File: config.mk
export PLATFORM = sky130hd
export DESIGN_NAME = serial_adder_ctrl
export DESIGN_NICKNAME = d
export VERILOG_FILES = /design/src/rtl/serial_adder_ctrl.sv
export SDC_FILE = /design/constraint.sdc
export NUM_CORES = 1
export LEC_CHECK = 0
export CORE_ASPECT_RATIO = 1.25
export CORE_MARGIN = 2
export CORE_UTILIZATION = 40
export DETAILED_ROUTE_END_ITERATION = 7
export GPL_TIMING_DRIVEN = 0
export SLEW_MARGIN = 40
export SYNTH_ARGS = -nofsm -noshare
export SYNTH_HDL_FRONTEND = slang
export SYNTH_HIERARCHICAL = 1
export SYNTH_SLANG_ARGS = --single-unit
File: constraint.sdc
create_clock -name clk -period 1.6 [get_ports clk]
set_clock_uncertainty 0.15 [all_clocks]
set_input_delay 0.16 -clock clk [delete_from_list [all_inputs] [get_ports clk]]
set_output_delay 0.16 -clock clk [all_outputs]
set_load 0.05 [all_outputs]
File: src/rtl/serial_adder_ctrl.sv
// serial_adder_ctrl: bit-serial WIDTH-bit adder built around one full_adder_ha cell.
// Operands are consumed LSB first, one bit per cycle, with the carry held in a register
// between bits. A start in IDLE or DONE loads a new add. A start during RUN is ignored.
// Optional feature macro: SERIAL_ADD_OVF_EN adds the signed-overflow output ovf.
//
// state | meaning
// IDLE  | waiting for start
// RUN   | one operand bit per cycle through the adder cell
// DONE  | done pulse; sum/cout valid; start here begins the next add at once

module full_adder_ha (
    input  logic x,
    input  logic y,
    input  logic ci,
    output logic s,
    output logic co
);
    // Two half adders plus an OR for the carry.
    logic s1;
    logic c1;
    logic c2;

    assign s1 = x ^ y;
    assign c1 = x & y;
    assign s  = s1 ^ ci;
    assign c2 = s1 & ci;
    assign co = c1 | c2;
endmodule

module serial_adder_ctrl #(
    parameter int WIDTH = 8
) (
    input  logic             clk,
    input  logic             rst,
    input  logic             start,
    input  logic [WIDTH-1:0] a,
    input  logic [WIDTH-1:0] b,
    input  logic             cin,
    output logic             busy,
    output logic             done,
    output logic [WIDTH-1:0] sum,
`ifdef SERIAL_ADD_OVF_EN
    output logic             cout,
    output logic             ovf
`else
    output logic             cout
`endif
);
    localparam int CW = (WIDTH > 1) ? $clog2(WIDTH) : 1;
    localparam logic [CW-1:0] LAST_BIT = CW'(WIDTH - 1);

    typedef enum logic [1:0] {
        IDLE = 2'd0,
        RUN  = 2'd1,
        DONE = 2'd2
    } state_t;

    state_t           state;
    logic [WIDTH-1:0] a_sr;
    logic [WIDTH-1:0] b_sr;
    logic [WIDTH-1:0] sum_sr;
    logic             carry;
    logic [CW-1:0]    cnt;
    logic             cell_s;
    logic             cell_co;

    full_adder_ha u_cell (
        .x  (a_sr[0]),
        .y  (b_sr[0]),
        .ci (carry),
        .s  (cell_s),
        .co (cell_co)
    );

    // Sequencer: loads operands on an accepted start, steps one bit per RUN cycle,
    // and publishes sum/cout (and ovf) only on the RUN->DONE transition.
    always_ff @(posedge clk) begin
        if (rst) begin
            state  <= IDLE;
            a_sr   <= '0;
            b_sr   <= '0;
            sum_sr <= '0;
            carry  <= 1'b0;
            cnt    <= '0;
            busy   <= 1'b0;
            done   <= 1'b0;
            sum    <= '0;
            cout   <= 1'b0;
`ifdef SERIAL_ADD_OVF_EN
            ovf    <= 1'b0;
`endif
        end else begin
            case (state)
                IDLE, DONE: begin
                    done <= 1'b0;
                    if (start) begin
                        state  <= RUN;
                        a_sr   <= a;
                        b_sr   <= b;
                        carry  <= cin;
                        cnt    <= '0;
                        sum_sr <= '0;
                        busy   <= 1'b1;
                    end else begin
                        state <= IDLE;
                    end
                end
                RUN: begin
                    a_sr   <= a_sr >> 1;
                    b_sr   <= b_sr >> 1;
                    sum_sr <= {cell_s, sum_sr[WIDTH-1:1]};
                    carry  <= cell_co;
                    cnt    <= cnt + CW'(1);
                    if (cnt == LAST_BIT) begin
                        state <= DONE;
                        busy  <= 1'b0;
                        done  <= 1'b1;
                        sum   <= {cell_s, sum_sr[WIDTH-1:1]};
                        cout  <= cell_co;
`ifdef SERIAL_ADD_OVF_EN
                        // carry still holds the carry into the MSB on the last bit
                        ovf   <= carry ^ cell_co;
`endif
                    end
                end
                default: begin
                    state <= IDLE;
                    busy  <= 1'b0;
                    done  <= 1'b0;
                end
            endcase
        end
    end
endmodule

==> impl_table.tex <==
\begin{tabular}{lr}
\hline
Metric & Value \\
\hline
\multicolumn{2}{l}{\textbf{Placement}} \\
Number of placed instances with taps included & 266 \\
Detail Placement HPWL & 2.69 mm \\
IO Port Bufs & 29 \\
Final Wtd Congestion & roughly 0.75 \\
Post-placement worst setup slack & -5.07 ps \\
\multicolumn{2}{l}{\textbf{Global route}} \\
First-pass GRT wire length & around 6.0 mm \\
Number of global-route vias before repair & between 1000 and 1500 \\
Global-route congestion overflow total & 0 \\
Initial antenna violation count & 0 \\
Largest net degree at the start of global routing & 13 \\
Total global-route track usage & between 10\% and 20\% \\
\multicolumn{2}{l}{\textbf{Logic synthesis}} \\
Dominant combinational cell family by area after synthesis & simple AND/OR/NAND/NOR gates \\
Unique masters post-synth & 22 \\
XOR/XNOR share of the synthesized area & 0\% \\
Dominant cell by count in the synthesized netlist & sky130\_fd\_sc\_hd\_\_dfxtp\_1 \\
Main flop type after synthesis & sky130\_fd\_sc\_hd\_\_dfxtp\_1 \\
Library cell with the largest summed area after synthesis & sky130\_fd\_sc\_hd\_\_dfxtp\_1 \\
Yosys reg bits & 40 \\
Synthesized area & 1690 sq um \\
Synth warnings & 6 \\
Mapped Nets & roughly 200 \\
Gate Count Post-Synth & 181 \\
Fraction of synthesized area in multiplexers & 0\% \\
Avg Inst Size Synth & 9.36 sq um \\
Fraction of the mapped netlist area in simple logic gates & 30.1\% \\
Share of async-settable or async-resettable flops after synthesis & 0\% \\
Leading post-synthesis cells by cell area & sky130\_fd\_sc\_hd\_\_dfxtp\_1 47\%, sky130\_fd\_sc\_hd\_\_nor3\_2 14\%, sky130\_fd\_sc\_hd\_\_a21oi\_1 6.5\% \\
Synth Area in Compound Gates & 12.8\% \\
Share of synthesized area occupied by flip-flops and latches & roughly 47\% \\
Share of Yosys cell area claimed by the top area cell type & 47.3\% \\
EDFF count, synth & 0 \\
Top cell types by occurrence after synthesis & 40 x sky130\_fd\_sc\_hd\_\_dfxtp\_1, 23 x sky130\_fd\_sc\_hd\_\_nor3\_2, 22 x sky130\_fd\_sc\_hd\_\_a21oi\_1 \\
Synth Area in Adders & 2.66\% \\
\multicolumn{2}{l}{\textbf{Setup path}} \\
Cell with the biggest individual delay on the critical path & sky130\_fd\_sc\_hd\_\_dlygate4sd2\_1 \\
Kind of launch point of the worst setup path & flop \\
Critical path cell sequence & dlygate4sd2\_1 \\
Critical path buffer and inverter count & 1 \\
Slowest cell delay on critical path & 530 ps \\
Setup CP Type & flop to output port \\
Element type at the critical path end & output port \\
Max FO, Critical Path & 2 \\
Top Family by Delay on Critical Path & buffers and inverters \\
Required time of the worst setup path & 1290 ps \\
Endpoint arrival time on the critical path & between 1000 and 1500 ps \\
\multicolumn{2}{l}{\textbf{Drt}} \\
Number of vias per cell after detailed routing & 5.09 \\
Vias post-DR & 1400 \\
Drc violations & 0 \\
Final routed wire length divided by cell count & 13.1 um \\
Wirelength, routed & 3.61 mm \\
Antenna Nets Post-Route & 0 \\
Number of design-rule violations left by the first detailed-router iteration & 21 \\
Number of optimization iterations in the first detailed-route pass & 4 \\
\multicolumn{2}{l}{\textbf{Floorplan}} \\
Floorplan die area & about 4800 sq um \\
Number of primary I/O pins & 31 \\
Core ar. & between 4000 and 5000 sq um \\
Die H & 76.8 um \\
Initial Utilization & around two fifths \\
Num rows & 26 \\
Die span in x & 62.2 um \\
\multicolumn{2}{l}{\textbf{STA}} \\
Max frequency & between 600 and 700 MHz \\
Transition time of the tightest slew-check pin & 620 ps \\
Final Worst Setup Slack & approximately 130 ps \\
Final hold viol count & 0 \\
Part of the cycle the worst path needs & 92.1\% \\
Relative slew slack & around 60\% \\
Number of pins with negative max-slew slack in the final report & 0 \\
Number of setup violations in the final report & 0 \\
Unrepaired setup endpoints after global routing & no \\
Post-layout minimum cycle time & about 1500 ps \\
\multicolumn{2}{l}{\textbf{Clock tree}} \\
Clock insertion delay at the later pin of the skew report & around 290 ps \\
CTS Buffer Depth & 2 \\
CTS tree & done \\
Clock slew at reported path FFs & 80 ps \\
CTS H-Tree Depth & 2 \\
Number of clock sinks & 40 \\
Root buffer selected by CTS & sky130\_fd\_sc\_hd\_\_clkbuf\_8 \\
Number of buffers inserted during clock tree synthesis & 5 \\
\multicolumn{2}{l}{\textbf{Final layout}} \\
Final core utilization & 53.5\% \\
Antenna fix cells & 0 \\
Non-filler instance count after layout & around 280 \\
Post-layout nets & 241 \\
Growth of design area from synthesis to finish & 28.4\% \\
Fraction of final layout cells with drive strength greater than 1 & 20.1\% \\
\multicolumn{2}{l}{\textbf{Outcome}} \\
Status & complete, no violations \\
\multicolumn{2}{l}{\textbf{Pwr}} \\
Final Power & 2.31 mW \\
Peak supply drop & 0.000471 V \\
Leak pwr & slightly above 0.8 nW \\
Power density cells & 1060 nW/um\^{}2 \\
\multicolumn{2}{l}{\textbf{Min path}} \\
Path type of the worst min-delay path & primary input to flop \\
\multicolumn{2}{l}{\textbf{Flow run}} \\
Max\_cap viols & 0 \\
\hline
\end{tabular}
[stage by stage]
step                hold WS, ps  cell area, sq um  TNS, ps
floorplan                   146              1690        0
global placement            295              2050        0
detailed placement          297              2050    -5.07
CTS                         125              2170        0
global route                146              2180        0
finish                      132              2180        0
[report_power, final]
part           leakage, nW  switching [mW]  internal, mW
logic                0.422           0.176         0.161
registers            0.327          0.0362          1.05
clock network       0.0645           0.334         0.550
total                0.813           0.547          1.76
[layout by cell type (no fill, tap or decap), types with 2 or more instances in the layout]
| master | instances |
|---|---|
| sky130_fd_sc_hd__nor3_2 | 23 |
| sky130_fd_sc_hd__nand3_1 | 21 |
| sky130_fd_sc_hd__dfxtp_1 | 40 |
| sky130_fd_sc_hd__nand2_1 | 20 |
| sky130_fd_sc_hd__clkbuf_1 | 5 |
| sky130_fd_sc_hd__a21oi_1 | 22 |
| sky130_fd_sc_hd__nand2b_1 | 3 |
| sky130_fd_sc_hd__nor2_1 | 3 |
| sky130_fd_sc_hd__clkbuf_8 | 7 |
| sky130_fd_sc_hd__nor3_1 | 8 |
| sky130_fd_sc_hd__buf_4 | 4 |
| sky130_fd_sc_hd__dlygate4sd2_1 | 11 |
| sky130_fd_sc_hd__o22ai_1 | 15 |
| sky130_fd_sc_hd__buf_2 | 3 |
| sky130_fd_sc_hd__ha_1 | 2 |
| sky130_fd_sc_hd__buf_6 | 6 |
| sky130_fd_sc_hd__clkdlybuf4s50_1 | 18 |
[state kept, by name, indices dropped and copies added, names as in the netlist]
| name | cells |
|---|---|
| sum | 8 |
| cout | 1 |
| state | 2 |
| b_sr | 8 |
| carry | 1 |
| a_sr | 8 |
| sum_sr | 7 |
| busy | 1 |
| done | 1 |
| cnt | 3 |
[what timing repair did]
action                                 in CTS  in global routing
gates resized for setup                    12                  0
hold buffers                                0                  0
setup endpoints to repair                  13                  9
pin swaps                                   0                  0
buffers inserted                            0                  1
endpoints found under the hold margin       0                  0
[area by class of cell]
cell class              instances  area [sq um]
clock buffers                   7          96.3
clock inverters                 1          30.0
multi-input cells             124           771
repair buffers                 30           284
well taps                      56          70.1
flip-flops and latches         40           801
fillers                       407          1890
plain buffers                  17           124
[layer usage]
layer / vias to the layer above / GRT usage [%] / wire length [um]
met5: - / 0 / 0
met4: 0 / 5.56 / 44
met3: 5 / 3.52 / 151
met2: 29 / 28.2 / 1810
met1: 652 / 17.8 / 1600
li1: 714 / - / -
[cells by family after synthesis]
| group | Yosys count |
|---|---|
| AO/OA/AOI/OAI | 39 |
| adder cells (fa/ha/maj) | 3 |
| buffers and inverters | 17 |
| flip-flops | 40 |
| AND/OR/NAND/NOR | 82 |
[path summary, 6_finish.rpt]
| path | from | end | slack (ps) | cells past startpoint |
|---|---|---|---|---|
| max | busy | busy | 130 | 1 |
| min | rst | sum[1] | 130 | 2 |
| max reg2reg | cnt[0] | cout | 150 | 6 |
| min reg2reg | sum[4] | sum[4] | 300 | 2 |
[worst reg2reg max path, stage by stage, from the launching register on]
cell and delay [ps]:
sky130_fd_sc_hd__dfxtp_1 330, sky130_fd_sc_hd__ha_1 200, sky130_fd_sc_hd__ha_1 230, sky130_fd_sc_hd__nand3b_1 110
sky130_fd_sc_hd__buf_4 160, sky130_fd_sc_hd__nand2_1 60, sky130_fd_sc_hd__a21oi_1 130
(Power assumes the default switching activity.)
